<file path="src/rtl/uart_fifo_ctrl.sv">
// Buffered CPU front-end for the 8-bit uart: a polling FSM drains RX bytes into a FIFO and feeds TX bytes from another.
// Optional IRQ enable register and interrupt output are built when UART_FIFO_CTRL_IRQ_EN is defined.
module uart_fifo_ctrl #(
    parameter int DEPTH_LOG2  = 4,
    parameter int HOLD_CYCLES = 2
) (
    input  logic       i_clk,
    input  logic       i_reset,
    input  logic [1:0] i_addr,
    input  logic [7:0] i_dat,
    output logic [7:0] o_dat,
    input  logic       i_we,
    input  logic       i_cyc,
    output logic       o_u_addr,
    output logic [7:0] o_u_dat,
    input  logic [7:0] i_u_dat,
    output logic       o_u_we,
    output logic       o_u_cyc,
    output logic       o_irq
);
    localparam int DEPTH = 1 << DEPTH_LOG2;
    localparam int HW    = (HOLD_CYCLES > 1) ? $clog2(HOLD_CYCLES) : 1;
    localparam logic [DEPTH_LOG2:0] FULL_COUNT = (DEPTH_LOG2 + 1)'(DEPTH);

    typedef enum logic [1:0] {ST_POLL, ST_RXRD, ST_TXWR, ST_HOLD} state_t;

    state_t state_reg, state_next;
    logic [HW-1:0] hold_cnt_reg;

    logic [7:0] tx_mem [DEPTH];
    logic [7:0] rx_mem [DEPTH];
    logic [DEPTH_LOG2-1:0] tx_wr_ptr_reg, tx_rd_ptr_reg, rx_wr_ptr_reg, rx_rd_ptr_reg;
    logic [DEPTH_LOG2:0]   tx_count_reg, rx_count_reg;

    logic rx_full_sticky_reg, overrun_sticky_reg, tx_idle_reg;

    logic host_wr, host_rd;
    logic tx_push, tx_pop, rx_push, rx_pop;
    logic tx_full, tx_empty, rx_full, rx_empty, tx_done;
    logic [7:0] status;
    logic [7:0] irq_en_rd;

    assign host_wr  = i_cyc & i_we;
    assign host_rd  = i_cyc & ~i_we;
    assign tx_full  = (tx_count_reg == FULL_COUNT);
    assign tx_empty = (tx_count_reg == '0);
    assign rx_full  = (rx_count_reg == FULL_COUNT);
    assign rx_empty = (rx_count_reg == '0);
    assign tx_done  = tx_idle_reg & tx_empty;

    // Fullness uses the start-of-cycle count, so a push into a full FIFO is dropped even if the FSM pops now.
    assign tx_push = host_wr & (i_addr == 2'd0) & ~tx_full;
    assign tx_pop  = (state_reg == ST_TXWR);
    assign rx_push = (state_reg == ST_RXRD);
    assign rx_pop  = host_rd & (i_addr == 2'd0) & ~rx_empty;

    assign status = {3'b000, overrun_sticky_reg, tx_done, rx_full_sticky_reg, tx_full, ~rx_empty};

    // FSM state register
    always_ff @(posedge i_clk or posedge i_reset) begin
        if (i_reset) begin
            state_reg    <= ST_POLL;
            hold_cnt_reg <= '0;
        end else begin
            state_reg    <= state_next;
            hold_cnt_reg <= (state_reg == ST_HOLD) ? hold_cnt_reg + 1'b1 : '0;
        end
    end

    // FSM next state; RX draining always wins over transmit
    always_comb begin
        state_next = state_reg;
        case (state_reg)
            ST_POLL: begin
                if (i_u_dat[0] && !rx_full)
                    state_next = ST_RXRD;
                else if (!i_u_dat[2] && !tx_empty)
                    state_next = ST_TXWR;
                else
                    state_next = ST_POLL;
            end
            ST_RXRD: state_next = ST_POLL;
            ST_TXWR: state_next = (HOLD_CYCLES == 0) ? ST_POLL : ST_HOLD;
            ST_HOLD: begin
                if (hold_cnt_reg == HW'(HOLD_CYCLES - 1))
                    state_next = ST_POLL;
            end
            default: state_next = ST_POLL;
        endcase
    end

    // FSM outputs; reset drops any strobe immediately
    always_comb begin
        o_u_cyc  = 1'b0;
        o_u_addr = 1'b0;
        o_u_we   = 1'b0;
        o_u_dat  = 8'h00;
        if (!i_reset) begin
            case (state_reg)
                ST_POLL: begin
                    o_u_cyc  = 1'b1;
                    o_u_addr = 1'b1;
                end
                ST_RXRD: o_u_cyc = 1'b1;
                ST_TXWR: begin
                    o_u_cyc = 1'b1;
                    o_u_we  = 1'b1;
                    o_u_dat = tx_mem[tx_rd_ptr_reg];
                end
                default: o_u_cyc = 1'b0;
            endcase
        end
    end

    always_ff @(posedge i_clk) begin
        if (tx_push)
            tx_mem[tx_wr_ptr_reg] <= i_dat;
        if (rx_push)
            rx_mem[rx_wr_ptr_reg] <= i_u_dat;
    end

    always_ff @(posedge i_clk or posedge i_reset) begin
        if (i_reset) begin
            tx_wr_ptr_reg <= '0;
            tx_rd_ptr_reg <= '0;
            tx_count_reg  <= '0;
            rx_wr_ptr_reg <= '0;
            rx_rd_ptr_reg <= '0;
            rx_count_reg  <= '0;
        end else begin
            if (tx_push)
                tx_wr_ptr_reg <= tx_wr_ptr_reg + 1'b1;
            if (tx_pop)
                tx_rd_ptr_reg <= tx_rd_ptr_reg + 1'b1;
            if (tx_push && !tx_pop)
                tx_count_reg <= tx_count_reg + 1'b1;
            else if (!tx_push && tx_pop)
                tx_count_reg <= tx_count_reg - 1'b1;

            if (rx_push)
                rx_wr_ptr_reg <= rx_wr_ptr_reg + 1'b1;
            if (rx_pop)
                rx_rd_ptr_reg <= rx_rd_ptr_reg + 1'b1;
            if (rx_push && !rx_pop)
                rx_count_reg <= rx_count_reg + 1'b1;
            else if (!rx_push && rx_pop)
                rx_count_reg <= rx_count_reg - 1'b1;
        end
    end

    // Stickies: a fresh POLL observation takes precedence over a host clear in the same cycle
    always_ff @(posedge i_clk or posedge i_reset) begin
        if (i_reset) begin
            rx_full_sticky_reg <= 1'b0;
            overrun_sticky_reg <= 1'b0;
            tx_idle_reg        <= 1'b1;
        end else begin
            if (host_wr && i_addr == 2'd1) begin
                if (i_dat[2])
                    rx_full_sticky_reg <= 1'b0;
                if (i_dat[4])
                    overrun_sticky_reg <= 1'b0;
            end
            if (state_reg == ST_POLL) begin
                tx_idle_reg <= ~i_u_dat[2];
                if (i_u_dat[1])
                    overrun_sticky_reg <= 1'b1;
                if (i_u_dat[0] && rx_full)
                    rx_full_sticky_reg <= 1'b1;
            end
        end
    end

`ifdef UART_FIFO_CTRL_IRQ_EN
    logic [2:0] irq_en_reg;
    logic       irq_reg;

    always_ff @(posedge i_clk or posedge i_reset) begin
        if (i_reset) begin
            irq_en_reg <= 3'b000;
            irq_reg    <= 1'b0;
        end else begin
            if (host_wr && i_addr == 2'd2)
                irq_en_reg <= i_dat[2:0];
            irq_reg <= |(irq_en_reg & {rx_full_sticky_reg | overrun_sticky_reg, tx_done, ~rx_empty});
        end
    end

    assign irq_en_rd = {5'b00000, irq_en_reg};
    assign o_irq     = irq_reg;
`else
    assign irq_en_rd = 8'h00;
    assign o_irq     = 1'b0;
`endif

    always_comb begin
        o_dat = 8'h00;
        case (i_addr)
            2'd0:    o_dat = rx_empty ? 8'h00 : rx_mem[rx_rd_ptr_reg];
            2'd1:    o_dat = status;
            2'd2:    o_dat = irq_en_rd;
            default: o_dat = 8'h00;
        endcase
    end
endmodule

</file>
<file path="config.mk">
export PLATFORM = sky130hd
export DESIGN_NAME = uart_fifo_ctrl
export DESIGN_NICKNAME = d
export VERILOG_FILES = /design/src/rtl/uart_fifo_ctrl.sv
export SDC_FILE = /design/constraint.sdc
export NUM_CORES = 1
export LEC_CHECK = 0
export ABC_AREA = 1
export CORE_MARGIN = 1
export CORE_UTILIZATION = 65
export CTS_CLUSTER_SIZE = 25
export DETAILED_ROUTE_END_ITERATION = 16
export GPL_TIMING_DRIVEN = 0
export PLACE_DENSITY = 0.92
export SLEW_MARGIN = 25
export SYNTH_ARGS = -nofsm -noshare
export SYNTH_HDL_FRONTEND = slang
export SYNTH_SLANG_ARGS = --single-unit
</file>
<file path="constraint.sdc">
create_clock -name i_clk -period 5.66 [get_ports i_clk]
set_clock_uncertainty 0.2 [all_clocks]
set_input_delay 1.698 -clock i_clk [delete_from_list [all_inputs] [get_ports i_clk]]
set_output_delay 1.698 -clock i_clk [all_outputs]
set_load 0.02 [all_outputs]
</file>
# Yosys cells after proc, flatten, opt, wreduce, memory -nomap -nowiden
# Memories as Yosys holds them, arrays and structs flattened.
# Cells that the tools add are included.
[op_classes]
add_sub_neg = 9
multipliers = 0
div = 0
n_lt_le_gt_ge = 0
eq_ne = 7
shift = 0
muxes = 31
n_bitwise = 11
n_reduce_logical = 22
[op_table]
columns = ["cell", "count"]
rows = [
  ["8-bit 2-to-1 mux", 3],
  ["5-bit 2-to-1 mux", 4],
  ["1-bit 2-to-1 mux", 19],
  ["4-bit by 1-bit adder with 4-bit output, second input constant", 4],
  ["8-bit one-hot mux with 2 select lines", 1],
  ["5-bit by 1-bit adder with 5-bit output, second input constant", 2],
  ["5-bit == test, second input constant", 2],
  ["5-bit zero test", 2],
  ["5-bit by 1-bit subtractor with 5-bit output, second input constant", 2],
  ["1-bit logical AND", 8],
  ["2-bit one-hot mux with 4 select lines", 1],
  ["1-bit AND", 7],
  ["1-bit zero test", 7],
  ["2-bit 2-to-1 mux", 3],
  ["2-bit by 1-bit == test with 1-bit output, second input constant", 2],
  ["2-bit == test, second input constant", 2],
  ["2-bit zero test", 2],
  ["1-bit inverter", 4],
  ["2-bit nonzero test", 2],
  ["3-bit OR reduction", 1],
  ["2-bit != test, second input constant", 1],
  ["1-bit adder, second input constant", 1],
]
[word_totals]
ff_bits = 32
latch_bits = 0
mem_bits_rw = 256
mem_bits_ro = 0
input_bits = 22
out_inout_bits = 20
elab_cells = 93
n_memories = 2
[memory_table]
columns = ["memory", "words", "word_bits", "read_ports", "rd_ports_with_merged_regs", "write_ports", "line", "text"]
rows = [
  ["rx_mem", 16, 8, 1, 0, 1, "31", "logic [7:0] rx_mem [DEPTH];"],
  ["tx_mem", 16, 8, 1, 0, 1, "30", "logic [7:0] tx_mem [DEPTH];"],
]

# Logic depth before layout (Yosys ltp)
[logic_depth]
ltp_word = 7
depth_mapped = 15
mapped_depth_nobuf = 15

# Least setup slack after synthesis
# Ideal clock, no wire load.
[synth_path]
path_kind = "input -> output"
startpoint = "input i_reset"
endpoint = "output o_u_dat[0]"
arrival_ns = 2.352
t_required_ns = 3.762
slack_ns = 1.410
cell_stages = 3
path_buffers = 0
cell_sequence = "nor2_4 > inv_1 > a21oi_1"
[synth_via]
elab_chain_cells = 1
[synth_rtl]
columns = ["item", "line", "text"]
rows = [
  ["start, declared", "8", "input logic i_reset,"],
  ["8-bit 2-to-1 mux", "98", "if (!i_reset) begin"],
  ["end, declared", "15", "output logic [7:0] o_u_dat,"],
]
# No other way between the ends.

# Worst setup path after layout
[layout_path]
startpoint = "input i_addr[0]"
endpoint = "output o_dat[1]"
[layout_via]
elab_chain_cells = 2
elab_cells_between_ends = 3
cone_classes = "eq/ne: 1; mux: 1; reduce/logical: 1"
[layout_rtl]
columns = ["item", "line", "text"]
rows = [
  ["start, declared", "9", "input logic [1:0] i_addr,"],
  ["2-bit by 1-bit == test with 1-bit output / 2-bit zero test (equally long branches)", "198", "case (i_addr)"],
  ["8-bit one-hot mux with 2 select lines *", "198", ""],
  ["end, declared", "11", "output logic [7:0] o_dat,"],
]
# Mark *: on every way between the ends. The rest lies on a longest branch, timed or not.

==> implementation parameters <==
Parameter                              Value

Placed design
  Total cell area at the placement stage    between 0.01 and 0.015 sq mm
  Input/output buffers    40
  Half-perimeter wire length after placement    between 20 and 25 mm
  Worst slack, placed    0.115 ns
  Placed Instances    around 1,400
  Routability congestion estimate from global placement    0.908

Floorplanning
  Horizontal die dimension    between 100 and 150 microns
  IO Pins    42
  Vertical die dimension    around 140 microns
  Area of the die    a little under 0.02 sq mm
  Area of the core region    0.0183 sq mm
  Site row count    between 40 and 50
  Initial standard-cell utilization of the core    slightly below 70%

Drt
  Via density per instance    roughly 6.6
  DRT Wirelength    between 30 and 40 mm
  Number of iterations in the first detailed-routing pass    8
  Number of remaining DRC errors    0
  Antenna violation net count after detailed routing    0
  Overall via count from detail_route    ~9,400
  Drt initial violations    about 1,600
  WL/cell    23.4 microns

Critical path
  Critical Path AT    approximately 3.7 ns
  WS Path Type    in2out
  Critical path launch point type    input pin
  Sort of element at the end of the critical path    output pin
  Data required time of the critical path    approximately 3.8 ns
  Worst-path maximum fanout    5
  Minimum setup slack among reg-to-reg paths    2.37 ns

Logic synthesis
  Synthesized area per cell    11.2 sq um
  Total nets after synthesis    1,144
  Number of distinct standard cells referenced by the synthesized netlist    34
  Top cells by count, synth    256 x sky130_fd_sc_hd__edfxtp_1, 215 x sky130_fd_sc_hd__nand2_1, 177 x sky130_fd_sc_hd__nor2_1
  Number of flops mapped to enable cells by yosys    roughly 260
  Library cell with the highest instance count after synthesis    sky130_fd_sc_hd__edfxtp_1
  Share of the yosys chip area belonging to registers    ~69%
  Number of instances in the synthesized netlist    ~1,100
  Top cell type's share of synthesized area    62.4%
  Synth warnings    0
  Dominant synthesized flop cell    sky130_fd_sc_hd__edfxtp_1
  Biggest area consumer among synthesized cells    sky130_fd_sc_hd__edfxtp_1
  Post-synthesis cell area    ~0.012 sq mm
  Share of synthesized registers carrying an async set or reset    ~11%
  Number of register bits inferred by synthesis    ~290
  Dominant cells by area after synthesis    sky130_fd_sc_hd__edfxtp_1 62%, sky130_fd_sc_hd__nand2_1 6.5%, sky130_fd_sc_hd__dfrtp_1 6.3%

STA
  Setup slack of the critical path after layout    roughly 0.083 ns
  Slew headroom    between 30 and 40%
  Setup TNS after final layout    0 ns
  Max-slew violations    0
  Measured slew at the worst slew-check pin    1.00 ns
  Count of endpoints failing setup in the final report    0
  Min Tclk post-route    5.58 ns
  Unrepaired setup endpoints after global routing    false
  Achievable clock frequency    around 180 MHz
  Ratio of final minimum period to clock period    a little over nine tenths
  Number of hold violations in the final report    0

Clocking
  CTS clock-pin slew for the worst setup and hold paths    approximately 0.06 ns
  Number of buffers between clock root and the deepest sink    3
  Clock H-tree levels    1
  Post-CTS Hold Fix Bufs    0
  Latest clock arrival within the worst-skew pair    0.54 ns
  Num Clock Sinks    approximately 290
  Cts bufs inserted    29
  Post-CTS setup-driven buffer insertion count    0
  TritonCTS clock tree    built
  Library cell used as clock root buffer    sky130_fd_sc_hd__clkbuf_16

Finish
  Diode insertion count for antenna repair    0
  Post-route design area    0.0140 sq mm
  Layout-stage area growth over the synthesis result    13.5%
  Ratio of cells with drive above 1 in the final layout    9.21%
  Nets    roughly 1,200
  Largest registers    rx_mem x128, tx_mem x128
  Number of filler cells placed in the layout    about 960
  Filler-free cell count of the finished design    1,423

Power and ir drop
  LEAKAGE    ~5.3 nW
  Peak supply drop    0.438 mV
  Power density over the cells    about 530 mW/mm^2
  Internal power    between 0.004 and 0.005 W
  Power share of the sequential group    36.3%
  Fraction of power consumed by combinational cells    between 30% and 40%
  Switching fraction of total power    a little under 40%
  Switching power    around 0.0028 W
  Part of the power in the clock network    26.6%

GRT
  Number of global-route vias before repair    slightly above 9,000
  GRT Total Usage    around a third
  Maximum number of pins on one net before global-route repair    33
  Initial antenna violation count    0
  First-pass GRT wire length    between 40 and 50 mm
  Global route overflow    0

Outcome
  Result of the run    completed

Min path
  Type of the worst min-delay path    reg2reg

Run
  Number of max-capacitance violations reported    0
[per-layer routing]
| metal | vias to the layer above | share of wire (%) | global-route usage (%) |
|---|---|---|---|
| met4 | 0 | 5.8 | 19.0 |
| met2 | 965 | 47 | 55.3 |
| met3 | 210 | 14 | 6.74 |
| met1 | 4345 | 33 | 44.4 |
| met5 | - | 0 | 0 |
| li1 | 3915 | - | - |
[final timing paths]
path	startpoint	to	cells past startpoint
worst max-delay path	i_addr[0]	o_dat[1]	6
min in group asynchronous	i_reset	rx_count_reg[0]$_DFFE_PP0P_	2
max in group asynchronous	i_reset	tx_count_reg[3]$_DFFE_PP0P_	2
worst min register to register	hold_cnt_reg$_DFF_PP0_	hold_cnt_reg$_DFF_PP0_	1
worst max register to register	rx_count_reg[1]$_DFFE_PP0P_	rx_count_reg[4]$_DFFE_PP0P_	14
worst min-delay path	hold_cnt_reg$_DFF_PP0_	hold_cnt_reg$_DFF_PP0_	1
[logic make-up (layout without fill, tap and decap cells)]
logic type	Yosys count	count (layout)	synth area share, %
fa+ha+maj	20	20	2.15
compound gates	111	111	4.75
other cells	1	1	0.0304
buf+inv	120	212	4.57
flops	288	288	68.9
simple gates	545	545	18.4
xor+xnor	17	17	1.21
[power by group through the flow]
stage	clock network [W]	logic, W	registers [W]
global placement	0	0.00236	0.00268
global route	0.00202	0.00290	0.00268
finish	0.00196	0.00273	0.00267
floorplan	0	0.00172	0.00266
detailed placement	0	0.00252	0.00269
CTS	0.00194	0.00262	0.00266
[repair_timing]
item                       4_1_cts  5_1_grt
hold endpoints to repair         0        0
setup endpoints to repair        0        1
resized for setup                0        1
[through the flow]
step | utilization (%) | power, W | hold slack (ns)
2_1_floorplan | - | 0.00438 | 0.198
3_3_place_gp | 71.2 | 0.00504 | 0.212
3_5_place_dp | 71.3 | 0.00521 | 0.233
4_1_cts | 76.5 | 0.00721 | 0.266
5_1_grt | 76.6 | 0.00759 | 0.281
6_report | 76.6 | 0.00735 | 0.262
[worst max-delay path, stage by stage]
cell and delay [ns]:
sky130_fd_sc_hd__clkdlybuf4s50_1 0.54, sky130_fd_sc_hd__inv_1 0.09, sky130_fd_sc_hd__nor2_1 0.43, sky130_fd_sc_hd__nand3_1 0.18
sky130_fd_sc_hd__nand2_1 0.14, sky130_fd_sc_hd__clkdlybuf4s50_1 0.61
[area by class of cell]
| class | count | area [sq um] | area share [%] |
|---|---|---|---|
| Sequential cell | 288 | 8490 | 60.7 |
| Multi-Input combinational cell | 694 | 3290 | 23.5 |
| Clock buffer | 33 | 761 | 5.44 |
| Timing Repair Buffer | 40 | 400 | 2.86 |
| Buffer | 48 | 290 | 2.07 |
| Tap cell | 229 | 287 | 2.05 |
| Inverter | 72 | 273 | 1.95 |
| Clock inverter | 19 | 203 | 1.45 |
[placed cells by master (no fill, tap or decap), types with 2 or more instances in the layout]
cell type / n
sky130_fd_sc_hd__nor3_2: 2
sky130_fd_sc_hd__o211ai_1: 10
sky130_fd_sc_hd__nand4_1: 4
sky130_fd_sc_hd__nand2_1: 215
sky130_fd_sc_hd__clkinv_1: 6
sky130_fd_sc_hd__clkbuf_16: 29
sky130_fd_sc_hd__inv_2: 10
sky130_fd_sc_hd__o21ai_1: 30
sky130_fd_sc_hd__nand3_1: 138
sky130_fd_sc_hd__clkbuf_2: 4
sky130_fd_sc_hd__nor3_1: 2
sky130_fd_sc_hd__fa_1: 2
sky130_fd_sc_hd__xnor2_1: 2
sky130_fd_sc_hd__ha_1: 18
sky130_fd_sc_hd__clkbuf_1: 5
sky130_fd_sc_hd__o21ai_0: 45
sky130_fd_sc_hd__clkdlybuf4s50_1: 40
sky130_fd_sc_hd__buf_2: 21
sky130_fd_sc_hd__nor2_2: 3
sky130_fd_sc_hd__bufinv_16: 4
sky130_fd_sc_hd__clkinv_2: 7
sky130_fd_sc_hd__dfrtp_1: 31
sky130_fd_sc_hd__clkinvlp_4: 2
sky130_fd_sc_hd__clkbuf_8: 2
sky130_fd_sc_hd__xor2_1: 15
sky130_fd_sc_hd__buf_4: 13
sky130_fd_sc_hd__edfxtp_1: 256
sky130_fd_sc_hd__inv_6: 2
sky130_fd_sc_hd__a21oi_1: 24
sky130_fd_sc_hd__buf_1: 3
sky130_fd_sc_hd__buf_6: 4
sky130_fd_sc_hd__nor2_4: 3
sky130_fd_sc_hd__inv_1: 59
sky130_fd_sc_hd__nor2_1: 174
Note: power is estimated with default switching activity, not from simulation.
